## src/rtl/vga_pkg.sv

```systemverilog
// Shared types for the VGA pixel sink: framebuffer geometry,
// the buffered pixel record and the sink state encoding.
package vga_pkg;

   localparam int H_RES_DEF = 160;
   localparam int V_RES_DEF = 120;
   localparam int FB_AW     = 15;

   typedef logic [2:0] colour_t;

   typedef struct packed {
      logic [FB_AW-1:0] addr;
      colour_t          colour;
   } pixel_t;

   typedef enum logic [0:0] {
      ST_CLEAR = 1'b0,
      ST_RUN   = 1'b1
   } sink_state_t;

endpackage

```

## src/rtl/vga_pixel_fifo.sv

```systemverilog
// Synchronous FIFO of pending pixel writes; DEPTH must be a
// power of two so the pointers wrap naturally.
module vga_pixel_fifo
   import vga_pkg::*;
#(
   parameter int DEPTH = 4
) (
   input  logic                   clk,
   input  logic                   reset,
   input  logic                   push,
   input  logic                   pop,
   input  pixel_t                 din,
   output pixel_t                 dout,
   output logic                   full,
   output logic                   empty,
   output logic [$clog2(DEPTH):0] count
);

   localparam int AW = $clog2(DEPTH);
   localparam int CW = AW + 1;

   pixel_t          mem [DEPTH];
   logic [AW-1:0]   wr_ptr;
   logic [AW-1:0]   rd_ptr;

   always_ff @(posedge clk or negedge reset) begin
      if (!reset) begin
         wr_ptr <= '0;
         rd_ptr <= '0;
         count  <= '0;
      end else begin
         if (push) wr_ptr <= wr_ptr + 1'b1;
         if (pop)  rd_ptr <= rd_ptr + 1'b1;
         count <= count + CW'(push) - CW'(pop);
      end
   end

   always_ff @(posedge clk) begin
      if (push) mem[wr_ptr] <= din;
   end

   assign dout  = mem[rd_ptr];
   assign full  = count == CW'(DEPTH);
   assign empty = count == '0;

endmodule

```

## src/rtl/vga_pixel_sink.sv

```systemverilog
// Framebuffer port arbiter: power-on clear, buffered plots, scan reads.
// Define VGA_SINK_CLIPCNT_EN to add the saturating clip_count output.
module vga_pixel_sink
   import vga_pkg::*;
#(
   parameter int FIFO_DEPTH = 4,
   parameter int H_RES      = H_RES_DEF,
   parameter int V_RES      = V_RES_DEF
) (
   input  logic        clk,
   input  logic        reset,
   input  logic        plot,
   input  logic [8:0]  x,
   input  logic [8:0]  y,
   input  logic [2:0]  colour,
   input  logic        scan_req,
   input  logic [14:0] scan_addr,
   output logic [2:0]  scan_data,
   output logic        scan_valid,
   output logic [14:0] ram_addr,
   output logic        ram_we,
   output logic [2:0]  ram_wdata,
   input  logic [2:0]  ram_rdata,
   output logic        ready,
   output logic        busy,
   output logic        overflow
`ifdef VGA_SINK_CLIPCNT_EN
   ,
   output logic [7:0]  clip_count
`endif
);

   localparam logic [8:0]       X_LIM = 9'(H_RES);
   localparam logic [8:0]       Y_LIM = 9'(V_RES);
   localparam logic [FB_AW-1:0] LAST  = FB_AW'(H_RES * V_RES - 1);
   localparam int               CW    = $clog2(FIFO_DEPTH) + 1;

   sink_state_t      state;
   logic             armed;
   logic [FB_AW-1:0] clr_addr;
   logic             clipped;
   logic             hit;
   logic             scan_go;
   logic             clr_we;
   logic             push;
   logic             pop;
   logic             full;
   logic             empty;
   logic [CW-1:0]    count;
   pixel_t           pix_in;
   pixel_t           pix_out;

   assign clipped       = (x >= X_LIM) || (y >= Y_LIM);
   assign hit           = plot && !clipped;
   assign pix_in.addr   = FB_AW'(y) * FB_AW'(H_RES) + FB_AW'(x);
   assign pix_in.colour = colour;

   // armed keeps the RAM port idle while reset is held
   assign scan_go = scan_req && armed;
   assign clr_we  = armed && (state == ST_CLEAR) && !scan_req;
   assign pop     = (state == ST_RUN) && !scan_req && !empty;
   assign push    = hit && (!full || pop);

   vga_pixel_fifo #(
      .DEPTH (FIFO_DEPTH)
   ) u_fifo (
      .clk   (clk),
      .reset (reset),
      .push  (push),
      .pop   (pop),
      .din   (pix_in),
      .dout  (pix_out),
      .full  (full),
      .empty (empty),
      .count (count)
   );

   always_ff @(posedge clk or negedge reset) begin
      if (!reset) begin
         state      <= ST_CLEAR;
         armed      <= 1'b0;
         clr_addr   <= '0;
         overflow   <= 1'b0;
         scan_valid <= 1'b0;
      end else begin
         armed      <= 1'b1;
         scan_valid <= scan_go;
         if (hit && full && !pop) overflow <= 1'b1;
         if (clr_we) begin
            if (clr_addr == LAST) state <= ST_RUN;
            clr_addr <= clr_addr + 1'b1;
         end
      end
   end

   always_comb begin
      ram_addr  = '0;
      ram_we    = 1'b0;
      ram_wdata = '0;
      if (scan_go) begin
         ram_addr = scan_addr;
      end else if (clr_we) begin
         ram_addr = clr_addr;
         ram_we   = 1'b1;
      end else if (pop) begin
         ram_addr  = pix_out.addr;
         ram_we    = 1'b1;
         ram_wdata = pix_out.colour;
      end
   end

   assign scan_data = ram_rdata;
   assign ready     = state == ST_RUN;
   assign busy      = count == CW'(FIFO_DEPTH);

`ifdef VGA_SINK_CLIPCNT_EN
   always_ff @(posedge clk or negedge reset) begin
      if (!reset) begin
         clip_count <= '0;
      end else if (plot && clipped && clip_count != 8'hFF) begin
         clip_count <= clip_count + 8'd1;
      end
   end
`endif

endmodule

```

## config.mk

```make
export PLATFORM = sky130hd
export DESIGN_NAME = vga_pixel_sink
export DESIGN_NICKNAME = d
export VERILOG_FILES = /design/src/rtl/vga_pkg.sv /design/src/rtl/vga_pixel_fifo.sv /design/src/rtl/vga_pixel_sink.sv
export SDC_FILE = /design/constraint.sdc
export NUM_CORES = 1
export LEC_CHECK = 0
export CORE_ASPECT_RATIO = 1.2
export CORE_MARGIN = 1.5
export CORE_UTILIZATION = 50
export CTS_CLUSTER_DIAMETER = 80
export DETAILED_ROUTE_END_ITERATION = 16
export PLACE_DENSITY = 0.74
export SKIP_LAST_GASP = 1
export SLEW_MARGIN = 25
export SYNTH_ARGS = -nofsm -noshare
export SYNTH_HDL_FRONTEND = slang
export SYNTH_SLANG_ARGS = --single-unit
```

## constraint.sdc

```tcl
create_clock -name clk -period 2.25 [get_ports clk]
set_input_delay 0.3375 -clock clk [delete_from_list [all_inputs] [get_ports clk]]
set_output_delay 0.3375 -clock clk [all_outputs]
set_load 0.05 [all_outputs]
```

==> results_dict.tcl <==
set metrics [dict create \
    outcome "finished, violations left" \
    violations "negative setup slack" \
    core_area_um2 9080 \
    grt_pass1_wl_um 15300 \
    ff2ff_path_depth 9 \
    cts_buffers 9 \
    cp_data_required_time_ns 1.91 \
    place.port_buffers 62 \
    synthMuxAreaShare_pct 8.92 \
    finalCritPeriodShare_pct 112 \
    crit_type "flop to primary output" \
    rsz0062_at_grt "true" \
    clockBufferDepth 2 \
    slowest_delay_ns 0.52 \
    synthesis.area_um2 4670 \
    synth.area.top_cells "edfxtp_1, dfrtp_1, mux4_2, ha_1, xnor2_1" \
    initial_core_util_pct 51.5 \
    synth_xor_area_share_pct 5.62 \
    critPathMaxFanout 4 \
    final_area_um2 6410 \
    yosysTopAreaCellShare_pct 46.3 \
    ys_warn_count 0 \
    yosys.area_share.simple_pct 7.28 \
    synth_top_family_by_area "multiplexers" \
    skew_ns 0.00847 \
    synthCells 312 \
    root_buffer "clkbuf_8" \
    busiest_layer "met2" \
    die_area_um2 9940 \
    crit_chain "buf_4, buf_6, mux4_2, a222oi_1, inv_1, buf_12" \
    pre_cts_ws_ns -0.669 \
    worst_pin_slew_ns 0.498 \
    ys.flop_type "edfxtp_1" \
    maxSlewHeadroom_pct 66.7 \
    tns_ns -2.82 \
    crit_path_start_kind "flop" \
    grt_pass1_vias 3153 \
    grt-ovfl-total 0 \
    place_hpwl_um 7050 \
    slew_viol_final 0 \
    synthAdderAreaFrac_pct 7.71 \
    synth.largest_area_cell "edfxtp_1" \
    drt_wl_total_um 9670 \
    drive_gt1_share_pct 34.3 \
    path_buf_inv 4 \
    peakVddDrop_v 0.000384 \
    crit_path_end_kind "primary output" \
    gr-usage-all-layers_pct 20.4 \
    instances_no_fill 554 \
    drc 0 \
    fin_ws_ns -0.261 \
    fmax_mhz 398 \
    rows 38 \
    async_reset_ff_share_pct 26.5 \
    hold_violations 0 \
    firstDrtPassIters 4 \
    critical_path.slowest_cell "mux4_2" \
    syn_nets 382 \
    syn_avg_cell_area_um2 15.0 \
    p_leak_nw 2.59 \
    num_antenna_cells 0 \
    area_growth_pct 37.1 \
    num_vias 3041 \
    synth_compound_area_share_pct 6.61 \
    r2r-start "u_fifo.count[1]" \
    via_per_inst 5.49 \
    grt_max_degree 27 \
    gp_congestion 0.850 \
    die_w_um 91.3 \
    reg2reg_to "u_fifo.count[2]" \
    ant_nets 0 \
    grtUsageMet2_pct 36.9 \
    initialDrtViolationCount 197 \
    ioPinCount 69 \
    holdBufCountCts 0 \
    layout_commonest_cell "edfxtp_1" \
    clock_sink_count 98 \
    ys_seq_area_share_pct 60.2 \
    dp_cells 528 \
    regToRegSetupSlack_ns 0.25 \
    fin_crit_ns 2.51 \
    dpl_cell_area_um2 6020 \
    critPathArrivalTime_ns 2.17 \
    hp-class "primary input to asynchronous set/reset pin" \
    cts_tree "done" \
    most-common-layout-cells "edfxtp_1, buf_4, clkdlybuf4s50_1" \
    fp.dieH_um 109 \
    finalPower_mw 4.35 \
    critPathTopFamily "buffers and inverters" \
    cap_violations 0 \
    synth_edf_count 72 \
    insertion_delay_ns 0.36 \
    cts_max_level 3 \
    post_drt_wl_per_cell_um 17.4 \
    grtUsageMet3_pct 3.14 \
    groute.layer.met1.usage_pct 24.0 \
    layout.nets 499 \
    setup_violations 18 \
    power_density_nw_per_um2 678 \
    antenna_found_initial 0 \
    ys_seq_elements 98 \
    yosysUniqueCellTypes 44 \
    clk_pin_slew_worst_paths_ns 0.09 \
]
[final cells by class]
cell class,count,area (um^2)
Inverter,27,101
Timing Repair Buffer,119,1290
Fill cell,612,2670
Clock inverter,6,42.5
Sequential cell,98,2820
Tap cell,120,150
Clock buffer,10,128
Multi-Input combinational cell,174,1880
[per-layer routing]
| metal | wire (um) | up-vias |
|---|---|---|
| met2 | 5320 | 102 |
| met1 | 3780 | 1503 |
| li1 | - | 1425 |
| met5 | 0 | - |
| met3 | 423 | 11 |
| met4 | 148 | 0 |
[metrics by stage]
stage                     util [%]  hold slack (ns)
after floorplan                  -           0.0419
after global placement        66.3            0.458
after detailed placement      66.3            0.468
after CTS                     68.8            0.347
after global routing          70.6            0.364
final                         70.6            0.345
[worst register-to-register path, stage by stage (launching register included)]
cell     delay, ns
dfrtp_2       0.44
nor3_2        0.18
nor2_2        0.07
ha_1          0.28
inv_1         0.05
ha_1          0.13
inv_1         0.05
fa_1          0.41
xnor2_2       0.16
xnor2_1       0.12
[how the worst max path moves through the flow]
stage,end,depth (start not counted),startpoint,slack (ns)
floorplan,u_fifo.mem[0][17],8,y[1],-0.003
global placement,u_fifo.mem[0][17],10,y[3],-0.54
detailed placement,u_fifo.mem[1][17],10,y[3],-0.67
CTS,ram_addr[4],5,u_fifo.rd_ptr[0],-0.26
global route,ram_addr[13],6,u_fifo.rd_ptr[0],-0.33
finish,ram_addr[13],6,u_fifo.rd_ptr[0],-0.26
[registers in the layout (all words and copies together), names as in the netlist]
signal and count:
armed 1, clr_addr 15, overflow 1, ready 1
scan_valid 1, u_fifo.count 3, u_fifo.mem 72, u_fifo.rd_ptr 2
u_fifo.wr_ptr 2
[synthesized netlist by cell type, drive strengths merged, types with 8 or more instances]
| cell type | n |
|---|---|
| a21oi | 8 |
| a222oi | 14 |
| and2 | 9 |
| buf | 8 |
| dfrtp | 26 |
| edfxtp | 72 |
| ha | 24 |
| inv | 27 |
| mux4 | 18 |
| nand2 | 12 |
| nand3 | 8 |
| xnor2 | 19 |
| xor2 | 11 |
[timing repair]
item	CTS	global route
resized for setup	21	24
pin swaps	5	9
endpoints found under the setup margin	35	35
buffers inserted	1	9
[power breakdown]
part	leakage [nW]	switching, mW	internal (mW)
combinational	1.53	0.552	0.565
sequential	0.981	0.114	2.13
clock	0.0843	0.582	0.404
[logic make-up after synthesis]
family	Yosys count
other cells	1
flops	98
fa+ha+maj	27
mux	19
simple gates	58
buf+inv	40
compound gates	39
xor+xnor	30
Power figures use the tool's default switching activity.
